File: src/rtl/rom_dl_pkg.sv
// Shared types and helpers for the ROM download router: FSM states,
// error-flag bit positions and the per-region address decode.
package rom_dl_pkg;

  typedef enum logic [2:0] {
    IDLE,
    COLLECT,
    ISSUE,
    FLUSH,
    DONE
  } dl_state_t;

  localparam int ERR_OOR = 0;
  localparam int ERR_OVR = 1;

  // Wide enough for the largest region index (NREG <= 8)
  localparam int RIDX_W = 3;

  // Operands are zero-extended by the caller, so base + size cannot wrap here
  function automatic logic in_region(input logic [63:0] addr,
                                     input logic [63:0] base,
                                     input logic [63:0] size);
    return (addr >= base) && (addr < (base + size));
  endfunction

endpackage

File: src/rtl/rom_dl_pack.sv
// Byte-to-word packer: holds one pending byte and forms either a completed
// word (pending low + incoming high) or a zero-padded flush word.
module rom_dl_pack
  import rom_dl_pkg::*;
#(
  parameter int RAW = 14,
  parameter int DW  = 8
) (
  input  logic              clk_sys,
  input  logic              RESET_n,
  input  logic              clr,
  input  logic              load,
  input  logic              consume,
  input  logic [7:0]        in_byte,
  input  logic [RIDX_W-1:0] in_region,
  input  logic [RAW-1:0]    in_word,
  input  logic              in_odd,
  output logic              pend_valid,
  output logic [RIDX_W-1:0] pend_region,
  output logic [RAW-1:0]    pend_word,
  output logic              pend_match,
  output logic [DW-1:0]     merge_data,
  output logic [DW-1:0]     flush_data
);

  logic              valid_reg;
  logic [7:0]        byte_reg;
  logic [RIDX_W-1:0] region_reg;
  logic [RAW-1:0]    word_reg;
  logic              odd_reg;

  always_ff @(posedge clk_sys or negedge RESET_n) begin
    if (!RESET_n) begin
      valid_reg  <= 1'b0;
      byte_reg   <= '0;
      region_reg <= '0;
      word_reg   <= '0;
      odd_reg    <= 1'b0;
    end else if (clr) begin
      valid_reg <= 1'b0;
    end else if (load) begin
      valid_reg  <= 1'b1;
      byte_reg   <= in_byte;
      region_reg <= in_region;
      word_reg   <= in_word;
      odd_reg    <= in_odd;
    end else if (consume) begin
      valid_reg <= 1'b0;
    end
  end

  assign pend_valid  = valid_reg;
  assign pend_region = region_reg;
  assign pend_word   = word_reg;

  // Only a held even byte followed by the odd byte of the same word completes it
  assign pend_match = valid_reg && !odd_reg && in_odd &&
                      (region_reg == in_region) && (word_reg == in_word);

  generate
    if (DW == 16) begin : g_dw16
      assign merge_data = {in_byte, byte_reg};
      assign flush_data = {8'h00, byte_reg};
    end else begin : g_dw8
      assign merge_data = DW'(in_byte);
      assign flush_data = DW'(byte_reg);
    end
  endgenerate

endmodule

File: src/rtl/rom_dl_router.sv
// Routes host ioctl download bytes into up to eight ROM regions, with
// region decode, optional 16-bit packing and a ready/valid write handshake.
module rom_dl_router
  import rom_dl_pkg::*;
#(
  parameter int NREG     = 4,
  parameter int AW       = 25,
  parameter int RAW      = 14,
  parameter int DW       = 8,
  parameter int DL_INDEX = 0,
  parameter logic [NREG*AW-1:0] REGION_BASE = {25'h3000, 25'h2000, 25'h1000, 25'h0000},
  parameter logic [NREG*AW-1:0] REGION_SIZE = {25'h1000, 25'h1000, 25'h1000, 25'h1000}
) (
  input  logic            clk_sys,
  input  logic            RESET_n,
  input  logic            ioctl_download,
  input  logic [7:0]      ioctl_index,
  input  logic            ioctl_wr,
  input  logic [AW-1:0]   ioctl_addr,
  input  logic [7:0]      ioctl_dout,
  output logic            ioctl_wait,
  input  logic            dn_ready,
  output logic [NREG-1:0] dn_wr,
  output logic [RAW-1:0]  dn_addr,
  output logic [DW-1:0]   dn_data,
  output logic            dl_active,
  output logic            dl_done,
  output logic [1:0]      err_flags
);

  localparam int SH = (DW == 16) ? 1 : 0;

  generate
    if (NREG < 1 || NREG > 8) begin : g_bad_nreg
      $error("rom_dl_router: NREG must be 1..8");
    end
    if (DW != 8 && DW != 16) begin : g_bad_dw
      $error("rom_dl_router: DW must be 8 or 16");
    end
  endgenerate

  logic [AW-1:0] base_arr [NREG];
  logic [AW-1:0] size_arr [NREG];

  generate
    for (genvar gi = 0; gi < NREG; gi++) begin : g_region
      localparam logic [AW:0] REG_END = {1'b0, REGION_BASE[gi*AW +: AW]} +
                                        {1'b0, REGION_SIZE[gi*AW +: AW]};
      assign base_arr[gi] = REGION_BASE[gi*AW +: AW];
      assign size_arr[gi] = REGION_SIZE[gi*AW +: AW];
      // A region may end exactly at 2**AW, but not beyond it
      if (REG_END[AW] && (REG_END[AW-1:0] != '0)) begin : g_overflow
        $error("rom_dl_router: region %0d end address overflows AW bits", gi);
      end
    end
  endgenerate

  // Region decode; walking downwards lets the lowest matching index win
  logic              hit;
  logic [RIDX_W-1:0] hit_idx;
  logic [AW-1:0]     hit_off;
  logic [RAW-1:0]    hit_word;
  logic [NREG-1:0]   hit_sel;

  always_comb begin
    hit     = 1'b0;
    hit_idx = '0;
    hit_off = '0;
    for (int i = NREG - 1; i >= 0; i--) begin
      if (in_region(64'(ioctl_addr), 64'(base_arr[i]), 64'(size_arr[i]))) begin
        hit     = 1'b1;
        hit_idx = RIDX_W'(i);
        hit_off = ioctl_addr - base_arr[i];
      end
    end
  end

  assign hit_word = RAW'(hit_off >> SH);
  assign hit_sel  = NREG'(1) << hit_idx;

  logic              pack_clr;
  logic              pack_load;
  logic              pack_consume;
  logic              pend_valid;
  logic [RIDX_W-1:0] pend_region;
  logic [RAW-1:0]    pend_word;
  logic              pend_match;
  logic [DW-1:0]     merge_data;
  logic [DW-1:0]     flush_data;
  logic [NREG-1:0]   pend_sel;

  rom_dl_pack #(
    .RAW (RAW),
    .DW  (DW)
  ) u_pack (
    .clk_sys     (clk_sys),
    .RESET_n     (RESET_n),
    .clr         (pack_clr),
    .load        (pack_load),
    .consume     (pack_consume),
    .in_byte     (ioctl_dout),
    .in_region   (hit_idx),
    .in_word     (hit_word),
    .in_odd      (hit_off[0]),
    .pend_valid  (pend_valid),
    .pend_region (pend_region),
    .pend_word   (pend_word),
    .pend_match  (pend_match),
    .merge_data  (merge_data),
    .flush_data  (flush_data)
  );

  assign pend_sel = NREG'(1) << pend_region;

  dl_state_t       state_reg, state_next;
  logic [NREG-1:0] sel_reg, sel_next;
  logic [RAW-1:0]  addr_reg, addr_next;
  logic [DW-1:0]   data_reg, data_next;
  logic [1:0]      err_reg, err_next;

  always_ff @(posedge clk_sys or negedge RESET_n) begin
    if (!RESET_n) begin
      state_reg <= IDLE;
    end else begin
      state_reg <= state_next;
    end
  end

  always_ff @(posedge clk_sys or negedge RESET_n) begin
    if (!RESET_n) begin
      sel_reg  <= '0;
      addr_reg <= '0;
      data_reg <= '0;
      err_reg  <= '0;
    end else begin
      sel_reg  <= sel_next;
      addr_reg <= addr_next;
      data_reg <= data_next;
      err_reg  <= err_next;
    end
  end

  always_comb begin
    state_next   = state_reg;
    sel_next     = sel_reg;
    addr_next    = addr_reg;
    data_next    = data_reg;
    err_next     = err_reg;
    pack_clr     = 1'b0;
    pack_load    = 1'b0;
    pack_consume = 1'b0;
    dn_wr        = '0;
    ioctl_wait   = 1'b0;
    dl_active    = (state_reg != IDLE);
    dl_done      = 1'b0;

    unique case (state_reg)
      IDLE: begin
        if (ioctl_download && (ioctl_index == 8'(DL_INDEX))) begin
          state_next = COLLECT;
          err_next   = '0;
          pack_clr   = 1'b1;
        end
      end

      COLLECT: begin
        if (!ioctl_download) begin
          if (pend_valid) begin
            sel_next     = pend_sel;
            addr_next    = pend_word;
            data_next    = flush_data;
            pack_consume = 1'b1;
            state_next   = FLUSH;
          end else begin
            state_next = DONE;
          end
        end else if (ioctl_wr) begin
          if (!hit) begin
            err_next[ERR_OOR] = 1'b1;
          end else if (DW == 8) begin
            sel_next   = hit_sel;
            addr_next  = hit_word;
            data_next  = merge_data;
            state_next = ISSUE;
          end else if (pend_match) begin
            sel_next     = hit_sel;
            addr_next    = hit_word;
            data_next    = merge_data;
            pack_consume = 1'b1;
            state_next   = ISSUE;
          end else if (pend_valid) begin
            // Old byte goes out zero-padded; the new byte takes its place
            sel_next   = pend_sel;
            addr_next  = pend_word;
            data_next  = flush_data;
            pack_load  = 1'b1;
            state_next = FLUSH;
          end else begin
            pack_load = 1'b1;
          end
        end
      end

      ISSUE, FLUSH: begin
        dn_wr      = sel_reg;
        ioctl_wait = 1'b1;
        if (ioctl_wr) begin
          err_next[ERR_OVR] = 1'b1;
        end
        // Returning to COLLECT lets a falling ioctl_download be handled there
        if (dn_ready) begin
          state_next = COLLECT;
        end
      end

      DONE: begin
        dl_done    = 1'b1;
        state_next = IDLE;
      end

      default: begin
        state_next = IDLE;
      end
    endcase
  end

  assign dn_addr   = addr_reg;
  assign dn_data   = data_reg;
  assign err_flags = err_reg;

endmodule
File: config.mk
export PLATFORM = sky130hd
export DESIGN_NAME = rom_dl_router
export DESIGN_NICKNAME = d
export VERILOG_FILES = /design/src/rtl/rom_dl_pkg.sv /design/src/rtl/rom_dl_pack.sv /design/src/rtl/rom_dl_router.sv
export SDC_FILE = /design/constraint.sdc
export NUM_CORES = 1
export LEC_CHECK = 0
export ABC_AREA = 1
export BUFFER_PORTS_ARGS = -buffer_cell sky130_fd_sc_hd__buf_2
export CORE_UTILIZATION = 49
export CTS_CLUSTER_DIAMETER = 120
export DETAILED_ROUTE_END_ITERATION = 8
export GPL_TIMING_DRIVEN = 0
export PLACE_DENSITY_LB_ADDON = 0.1
export SLEW_MARGIN = 20
export SYNTH_ARGS = -nofsm -noshare
export SYNTH_HDL_FRONTEND = slang
export SYNTH_SLANG_ARGS = --single-unit
File: constraint.sdc
create_clock -name clk_sys -period 5.09 [get_ports clk_sys]
set_clock_uncertainty 0.2 [all_clocks]
set_input_delay 0.509 -clock clk_sys [delete_from_list [all_inputs] [get_ports clk_sys]]
set_output_delay 0.509 -clock clk_sys [all_outputs]
set_load 0.01 [all_outputs]
-- Word level (Yosys, flattened, before mapping)
Cells that the tools add are included.
- add/sub/neg operators: 3
- magnitude comparators: 8
- equality and inequality tests: 14
- shifts and indexed selects: 1
- muxes and demuxes: 48
- reduce and logical (&&, ||, !) cells: 17
- operator list (kind ; count):
    14-bit 2-to-1 mux ; 8
    25-bit by 14-bit greater-or-equal comparator with 1-bit output, second input constant ; 2
    25-bit by 14-bit less-than comparator with 1-bit output, second input constant ; 2
    8-bit 2-to-1 mux ; 4
    14-bit subtractor, second input constant ; 2
    25-bit by 1-bit greater-or-equal comparator with 1-bit output, second input constant ; 1
    25-bit by 13-bit greater-or-equal comparator with 1-bit output, second input constant ; 1
    25-bit by 13-bit less-than comparator with 1-bit output, second input constant ; 1
    25-bit by 15-bit less-than comparator with 1-bit output, second input constant ; 1
    3-bit 2-to-1 mux ; 7
    4-bit 2-to-1 mux ; 5
    1-bit 2-to-1 mux ; 17
    14-bit by 13-bit subtractor with 14-bit output, second input constant ; 1
    2-bit inequality test, second input constant ; 6
    3-bit one-hot mux with 3 select lines ; 1
    8-bit logical NOT ; 1
    2-bit 2-to-1 mux ; 4
    4-bit AND reduction ; 2
    2-bit nonzero test ; 4
    3-bit by 2-bit == test with 1-bit output, second input constant ; 2
    3-bit inequality test, second input constant ; 2
    1-bit logical AND ; 5
    5-bit AND reduction ; 1
    2-bit by 1-bit inequality test with 1-bit output, second input constant ; 2
    other kinds (8) ; 9
- bits in registers: 32
- bits of input ports: 46
- output and inout bits: 31
- logic and storage cells: 98

-- Logic depth before layout (Yosys ltp)
Gate-level depths: netlist (run 1).
- depth after elaboration: 10
- depth in mapped cells: 12
- mapped depth without buffers: 12

-- Hierarchy
Synthesis (run 1) repeated with hierarchy kept, for this count alone.
- cells, all modules: 415
- area, all modules: 3276.9 um^2
- by module, submodules not included (module ; times used ; cells an instance ; area an instance (um^2) ; sequential area each (um^2)):
    rom_dl_router ; 1 ; 274 ; 1861.8 ; 775.7
    rom_dl_pack ; 1 ; 141 ; 1415.1 ; 675.6

-- Worst setup path after synthesis (run 1)
No wires, ideal clock.
- path type: input to register
- start point: input port ioctl_addr[21]
- end point: register addr_reg[1] (netlist: dn_addr[1])
- library setup time: 0.117 ns
- arrival time: 1.481 ns
- required time: 4.773 ns
- setup slack: 3.293 ns
- cell stages on the path: 10
- path buffers: 2
- cell sequence: nor2_1 > nand2_1 > nor2_1 > nand2_1 > nor3_4 > inv_2 > buf_6 > buf_6 > nand2_1 > nand2_1
- word-level cells in the longest chain between the ends: 9
- elaborated cells on any way between the ends: 25
- those cells by class: 8 x order compare; 1 x eq/ne; 11 x mux; 5 x reduce/logical
- RTL lines (what ; line ; source):
    start: declaration ; rom_dl_router.sv:19 ; input logic [AW-1:0] ioctl_addr,
    25-bit by 14-bit greater-or-equal comparator with 1-bit output or 25-bit by 15-bit less-than comparator with 1-bit output (tied branches) ; rom_dl_pkg.sv:23 ; return (addr >= base) && (addr < (base + size));
    1-bit logical AND ; rom_dl_pkg.sv:23 ;
    14-bit 2-to-1 mux (4 in a row) ; rom_dl_router.sv:70 ; if (in_region(64'(ioctl_addr), 64'(base_arr[i]), 64'(size_arr[i]))) begin
    14-bit 2-to-1 mux ; rom_dl_router.sv:178 ; if (!hit) begin
    14-bit 2-to-1 mux ; rom_dl_router.sv:177 ; end else if (ioctl_wr) begin
    14-bit 2-to-1 mux ; rom_dl_router.sv:167 ; if (!ioctl_download) begin
    end signal: assignment ; rom_dl_router.sv:137 ; addr_reg <= addr_next;
    end: declaration ; rom_dl_router.sv:117 ; logic [RAW-1:0] addr_reg, addr_next;
Several ways; a longest one is shown, not always the timed one. The select of a mux whose other input is x is not followed.
A chain may end at the register's enable or synchronous reset.

-- Worst setup path after layout (run 1)
- start point: register state_reg[2]
- end point: output port dn_wr[1]
- word-level cells in the longest chain between the ends: 3
- elaborated cells on any way between the ends: 4
- those cells by class: 2 x eq/ne; 1 x mux; 1 x reduce/logical
- RTL lines (what ; line ; source):
    start: declaration ; rom_dl_router.sv:115 ; dl_state_t state_reg, state_next;
    start signal: assignment ; rom_dl_router.sv:125 ; state_reg <= state_next;
    3-bit by 2-bit == test with 1-bit output ; rom_dl_router.sv:157 ; unique case (state_reg)
    2-bit OR reduction * ; rom_dl_router.sv:157 ;
    4-bit 2-to-1 mux * ; rom_dl_router.sv:157 ;
    end: declaration ; rom_dl_router.sv:23 ; output logic [NREG-1:0] dn_wr,
Mark *: on every way between the ends. The rest lies on a longest branch, timed or not.

==> summary.txt, run 1 <==
Global route
  – GRT Resource Usage Total: 0.2098
  – First-pass GRT wire length: 5437 um
  – Vias in the first global route: 1316
  – GRT Residual Overflow: 0
  – Largest net degree at the start of global routing: 32
  – Initial antenna violation count: 0

Die
  – Row cnt: 20
  – Die ar.: 3427 um2
  – Core ar.: 3053 um2
  – Die H: 58.54 um
  – Die W: 58.54 um
  – IO Count: 77
  – Initial core utilization: 0.5131

Clock network
  – H-tree lvl count: 2
  – Root cell of the clock tree: clkbuf_4
  – Insertion delay to the later sink of the worst-skew pair: 0.33 ns
  – # Post-CTS Setup Buffers: 0
  – Post-cts resize count: 0
  – Num CTS Buffers: 5
  – CTS tree: yes
  – CTS clk-pin slew, worst paths: 0.10 ns
  – Clk buf depth: 2
  – CTS hold repair buffers: 0
  – CTS Sinks: 31

Power and ir drop
  – Worst vdd ir: 0.2478 mV
  – Tot Pwr: 0.0005797 W
  – PwrDens: 280.0 nW/um2
  – Gate power share: 0.255
  – Sw Ratio: 0.3188
  – P_int: 0.0003949 W
  – Clk pwr share: 0.281
  – Psw: 0.0001848 W
  – P_leak: 1.260 nW
  – Register share of total power: 0.464

STA
  – Final hold violation count: 2
  – Minimum clock period: 2.066 ns
  – Relative slew slack: 0.5516
  – Fin Setup TNS: 0 ns
  – Max Slew Vio Count: 0
  – Fmax: 0.4840 GHz
  – Final Cycle Share: 0.4059
  – Final Setup Violations: 0
  – RSZ-0062 raised after global routing: false
  – Final Hold Slack: -0.0006513 ns
  – Worst Max-Slew Pin Slew: 0.6726 ns

Drt
  – Final ANT Viol Nets: 0
  – DRC viols: 0
  – DRT iter0 DRCs: 84
  – DRT Pass-1 Iters: 4
  – Vias/cell: 4.616
  – Routed len/inst: 9.506 um
  – Via count: 1588
  – Drt total wl: 3270 um

Synthesis
  – Synth unique cells: 19
  – Syn Nets: 264
  – Post-synthesis instance area: 1567 um2
  – Sequential share of the synthesized area: 0.4952
  – Synth Instances: 216
  – Ys Warns: 0
  – Synth Register Bits: 31
  – Mapped Avg Cell Area: 7.252 um2

Placement
  – GPL Wtd Cong: 0.7979
  – I/O Buffers: 76
  – Detailed Place HPWL: 2539 um

Setup path
  – CP startpoint: state_reg[2]
  – Type of the worst setup path: flop to output port
  – Startpoint types: flop
  – Launching point of the worst reg2reg path: state_reg[2]
  – Critical path data required time: 4.38 ns
  – Worst Setup End Kind: output port
  – Peak fanout along the critical path: 6
  – Worst EP arrival: 1.36 ns
  – FF-to-FF path depth: 10

Min path
  – Hold Path Class: primary input to async pin

Status
  – Failing checks: hold timing
  – Status: finished with violations

Final layout
  – Largest register FFs: 14
  – Antenna Cells: 0
  – Core Util, Final: 0.6783
  – Fill count: 303
  – Commonest non-fill, non-tap cell in the layout: nand2_1
  – Area Overhead vs Synth: 32.19%
  – Layout cells sized above 1: 0.3100
  – Most frequent cells in the layout: nand2_1, buf_2, nor2_1
  – Final net count: 347

Flow run
  – Max-cap violations: 0
## through the flow
stage | cells | instance area (um2) | setup slack (ns)
after detailed placement | 336 | 2002 | 2.978
after CTS | 344 | 2071 | 3.010
final | 344 | 2071 | 3.024
after floorplan | 216 | 1567 | 3.293
after global routing | 344 | 2071 | 2.915
after global placement | 336 | 2002 | 3.007
## cell usage after synthesis
| cell type | number | share of area |
|---|---|---|
| or2_2 | 1 | 0.0040 |
| inv_1 | 22 | 0.053 |
| a21oi_1 | 1 | 0.0032 |
| dfrtp_1 | 31 | 0.50 |
| inv_2 | 2 | 0.0048 |
| nor3_1 | 2 | 0.0064 |
| ha_1 | 2 | 0.016 |
| nor4_1 | 2 | 0.0080 |
| nor3_4 | 1 | 0.010 |
| and2_1 | 1 | 0.0040 |
| nor2_2 | 1 | 0.0040 |
| nand2_1 | 86 | 0.21 |
| o21ai_0 | 11 | 0.035 |
| buf_6 | 2 | 0.014 |
| nand3_1 | 10 | 0.032 |
| and2_0 | 1 | 0.0040 |
| a31oi_1 | 1 | 0.0040 |
| nor2_1 | 36 | 0.086 |
| buf_2 | 3 | 0.0096 |
## power groups by stage
stage               registers [W]  logic [W]  clock network, W
floorplan                0.000273  0.0000857                 0
global route             0.000271   0.000170          0.000178
global placement         0.000274   0.000141                 0
CTS                      0.000269   0.000148          0.000167
detailed placement       0.000274   0.000145                 0
finish                   0.000269   0.000148          0.000163
## layout make-up
type | count | area, um2 | share of cell area
inverters | 24 | 90.09 | 0.04350
plain buffers | 5 | 37.54 | 0.01813
well taps | 44 | 55.05 | 0.02659
repair buffers | 76 | 380.4 | 0.1837
multi-input cells | 156 | 663.1 | 0.3202
flip-flops and latches | 31 | 775.7 | 0.3746
clock buffers | 8 | 68.82 | 0.03323
## kinds of logic (layout without fill, tap and decap cells)
kind of cell	count (synthesis)	count (layout)	synth area share
and+or+nand+nor	141	141	0.3650
buffers and inverters	29	113	0.08147
AOI/OAI and AO/OA	13	13	0.04233
adders and majority gates	2	2	0.01597
DFF	31	31	0.4952
## worst paths after layout
kind	to	slack, ns
worst max-delay path	dn_wr[1]	3.02
worst min-delay path	dn_addr[0]	-0.0007
max in group asynchronous	dn_data[1]	4.25
worst max register to register	dn_addr[4]	3.25
min in group clk_sys	state_reg[2]	0.15
worst min register to register	dn_data[1]	0.27
## layer usage
layer / up-vias / share of wire / GRT usage
li1: 826 / - / -
met1: 693 / 0.48 / 0.2964
met2: 63 / 0.43 / 0.3153
met3: 6 / 0.070 / 0.05495
met4: 0 / 0.012 / 0.07143
met5: - / 0 / 0
## worst max-delay path, stage by stage (launching register included)
cell and delay (ns):
dfrtp_1 0.41, nor2_1 0.21, inv_1 0.16, nor2_1 0.11
buf_2 0.14
Note: power is estimated with default switching activity, not from simulation.
==> run 2, diff against run 1 <==
--- a/config.mk
+++ b/config.mk
@@ -5,9 +5,9 @@
 export SDC_FILE = /design/constraint.sdc
 export NUM_CORES = 1
 export LEC_CHECK = 0
-export ABC_AREA = 1
+export ABC_AREA = 0
 export BUFFER_PORTS_ARGS = -buffer_cell sky130_fd_sc_hd__buf_2
-export CORE_UTILIZATION = 49
+export CORE_UTILIZATION = 40
 export CTS_CLUSTER_DIAMETER = 120
 export DETAILED_ROUTE_END_ITERATION = 8
 export GPL_TIMING_DRIVEN = 0
==> constraint.sdc (replaced) <==
create_clock -name clk_sys -period 1.9 [get_ports clk_sys]
set_clock_uncertainty 0.2 [all_clocks]
set_input_delay 0.19 -clock clk_sys [delete_from_list [all_inputs] [get_ports clk_sys]]
set_output_delay 0.19 -clock clk_sys [all_outputs]
set_load 0.01 [all_outputs]
==> run 2 against run 1 <==
Critical path type is now flop to flop. Sequential power rose to 2.6 times the previous value. Via count fell by 20%. Utilization rose by 3.3 points. Die area rose by 11%. Highest routed layer unchanged. Routed wire length rose by 5.7%. The flow finishes with violations (setup timing). Register-to-register slack got worse by 3.6 ns. Synthesized area fell by 9.1%. Non-clock buffer count rose by 40.
==> summary.txt, run 2 <==
Synthesis
  – Async S/R FF share, synth: 1.000 (unchanged)
  – Post-synthesis instance area: 1424 um2 (was 1567 um2)
  – Sequential share of the synthesized area: 0.5448 (was 0.4952)
  – Ys Warns: 0 (unchanged)
  – Synth unique cells: 29 (was 19)
  – Largest area contributor in the synthesized netlist: dfrtp_1 (unchanged)
  – Ranking of synthesized cells by area: dfrtp_1, mux2_4, mux2_1, buf_6, and2_1 (was dfrtp_1, nand2_1, nor2_1, inv_1, o21ai_0)
  – Post-synth EDFFs: 0 (unchanged)
  – Synth top cells by count: dfrtp_1, mux2_4, mux2_1, nor2_1, inv_1 (was nand2_1, nor2_1, dfrtp_1)
  – Mapped Avg Cell Area: 13.82 um2 (was 7.252 um2)
  – Syn Nets: 150 (was 264)
  – Synth Instances: 103 (was 216)
  – Synth Register Bits: 31 (unchanged)
  – Most common cell in the synthesized netlist: dfrtp_1 (was nand2_1)
  – Post-synth top area share: 0.5448 (was 0.4952)
  – Primary FF master, synth: dfrtp_1 (unchanged)

Power and ir drop
  – P_leak: 1.356 nW (was 1.260 nW)
  – PwrDens: 602.6 nW/um2 (was 280.0 nW/um2)
  – Sw Ratio: 0.2248 (was 0.3188)
  – Psw: 0.0003241 W (was 0.0001848 W)
  – Clk pwr share: 0.369 (was 0.281)
  – Gate power share: 0.149 (was 0.255)
  – Register share of total power: 0.482 (was 0.464)
  – Worst vdd ir: 0.4534 mV (was 0.2478 mV)
  – P_int: 0.001117 W (was 0.0003949 W)

Placement
  – GPL Wtd Cong: 0.7873 (was 0.7979)
  – Pre-CTS setup slack: -0.4158 ns (was 2.978 ns)
  – Detailed Place HPWL: 2020 um (was 2539 um)
  – Dpl cell area: 1866 um2 (was 2002 um2)
  – I/O Buffers: 76 (unchanged)

Drt
  – DRT iter0 DRCs: 19 (was 84)
  – Final ANT Viol Nets: 0 (unchanged)
  – Routed len/inst: 12.56 um (was 9.506 um)
  – Via count: 1273 (was 1588)
  – Vias/cell: 4.629 (was 4.616)
  – DRC viols: 0 (unchanged)
  – Drt total wl: 3455 um (was 3270 um)
  – DRT Pass-1 Iters: 4 (unchanged)

Global route
  – GRT Residual Overflow: 0 (unchanged)
  – Vias in the first global route: 1220 (was 1316)
  – Initial antenna violation count: 0 (unchanged)
  – Largest net degree at the start of global routing: 32 (unchanged)
  – GRT Resource Usage Total: 0.1920 (was 0.2098)
  – First-pass GRT wire length: 5099 um (was 5437 um)

Final layout
  – Final net count: 275 (was 347)
  – Layout cells sized above 1: 0.5328 (was 0.3100)
  – Area Overhead vs Synth: 68.01% (was 32.19%)
  – Reg area: 775.7 um2 (unchanged)
  – Antenna Cells: 0 (unchanged)
  – Multi-input logic area: 623.1 um2 (was 663.1 um2)
  – Largest register FFs: 14 (unchanged)
  – Commonest non-fill, non-tap cell in the layout: buf_2 (was nand2_1)
  – Most frequent cells in the layout: buf_2, dlygate4sd3_1, dfrtp_1 (was nand2_1, buf_2, nor2_1)
  – Layout Cell Area excl Fill: 2392 um2 (was 2071 um2)
  – Fill count: 261 (was 303)
  – Core Util, Final: 0.7113 (was 0.6783)

STA
  – Fmax: 0.4536 GHz
  – Final Hold Slack: 0.03290 ns (was -0.0006513 ns)
  – Minimum clock period: 2.205 ns
  – Final Setup Violations: 27 (was 0)
  – Relative slew slack: 0.5496 (was 0.5516)
  – Fin Setup TNS: -7.155 ns (was 0 ns)
  – Max Slew Vio Count: 0 (unchanged)
  – Final Cycle Share: 1.160
  – Final hold violation count: 0 (was 2)
  – RSZ-0062 raised after global routing: true (was false)
  – Final worst slack: -0.3046 ns (was 3.024 ns)
  – Worst Max-Slew Pin Slew: 0.6757 ns (was 0.6726 ns)

Clock network
  – CTS tree: yes (unchanged)
  – Clk buf depth: 2 (unchanged)
  – Root cell of the clock tree: clkbuf_4 (unchanged)
  – Num CTS Buffers: 5 (unchanged)
  – H-tree lvl count: 2 (unchanged)
  – CTS clk-pin slew, worst paths: 0.10 ns (about the same)
  – CTS Sinks: 31 (unchanged)
  – Insertion delay to the later sink of the worst-skew pair: 0.32 ns (was 0.33 ns)

Setup path
  – Worst EP arrival: 2.22 ns (was 1.36 ns)
  – Worst Setup End Kind: flop (was output port)
  – Launching point of the worst reg2reg path: state_reg[2] (unchanged)
  – RR Endpoint: dn_addr[2] (was dn_addr[4])
  – Startpoint types: flop (unchanged)
  – Reg2Reg Setup Slack: -0.30 ns (was 3.25 ns)
  – FF-to-FF path depth: 5 (was 10)
  – Type of the worst setup path: flop to flop (was flop to output port)
  – Critical path data required time: 1.92 ns (was 4.38 ns)
  – Peak fanout along the critical path: 10 (was 6)

Die
  – Die ar.: 3802 um2 (was 3427 um2)
  – Die H: 61.66 um (was 58.54 um)
  – Initial core utilization: 0.4234 (was 0.5131)
  – IO Count: 77 (unchanged)
  – Die W: 61.66 um (was 58.54 um)
  – Row cnt: 21 (was 20)
  – Core ar.: 3363 um2 (was 3053 um2)

Flow run
  – Max-cap violations: 0 (unchanged)

Status
  – Failing checks: setup timing (was hold timing)
  – Status: finished with violations (unchanged)

Min path
  – Hold Startpoint: ioctl_download
  – Worst Hold Depth: 3
  – Hold Path Class: primary input to flop (was primary input to async pin)
  – Worst Hold End: err_flags[0]
-- run 2: per-layer routing --
layer  vias to the layer above  GRT usage  wire length [um]
met4                         0    0.07302                44
met1                       598     0.2019              1366
met2                        52     0.3410              1781
met3                         6    0.07983               262
met5                         -          0                 0
li1                        617          -                 -
-- run 2: timing repair --
item / 4_1_cts / 5_1_grt
pin swaps: 0 / 1
endpoints found under the hold margin: 57 / 0
hold buffers: 34 / 0
setup endpoints to repair: 28 / 30
setup buffers: 3 / 5
cloned: 1 / 0
gates resized for setup: 6 / 7
-- run 2: how the worst max path moves through the flow --
stage	startpoint	endpoint	slack (ns)	depth (start not counted)
after global routing	state_reg[2]	dn_data[6]	-0.35	5
final	state_reg[2]	dn_addr[2]	-0.30	5
after global placement	ioctl_addr[21]	sel_reg[0]	-0.42	6
after detailed placement	ioctl_addr[21]	sel_reg[2]	-0.42	6
after CTS	state_reg[2]	sel_reg[0]	-0.28	5
after floorplan	state_reg[2]	dn_addr[0]	-0.28	5
-- run 2: critical path, cell delays in order, from the launching register on --
cell and delay, ns:
dfrtp_1 0.39, or4_1 0.41, or4_4 0.50, buf_6 0.15
buf_8 0.15, mux2_4 0.30
-- run 2: kinds of logic after synthesis --
kind of cell / synth area share
AND/OR/NAND/NOR: 0.1371
flip-flops: 0.5448
multiplexers: 0.2381
buffers and inverters: 0.03691
AO/OA/AOI/OAI: 0.02812
XOR/XNOR: 0.006152
adder cells (fa/ha/maj): 0.008786
-- run 2: final cells by class --
class,count,area share
inverters,5,0.007845
plain buffers,3,0.01935
flip-flops and latches,31,0.3243
repair buffers,118,0.3279
multi-input cells,64,0.2605
clock inverters,2,0.01464
well taps,46,0.02406
clock buffers,6,0.02144
-- run 2: power groups by stage --
stage	combinational, W	clock [W]	sequential (W)
after floorplan	0.0000532	0	0.000713
after global placement	0.000148	0	0.000709
after detailed placement	0.000151	0	0.000709
after CTS	0.000211	0.000551	0.000694
after global routing	0.000239	0.000582	0.000697
final	0.000215	0.000532	0.000694
-- run 2: per-stage QoR --
step,instances,total power (W)
after CTS,271,0.001456
after detailed placement,225,0.0008604
after global routing,275,0.001518
after floorplan,103,0.0007663
after global placement,225,0.0008569
final,275,0.001442
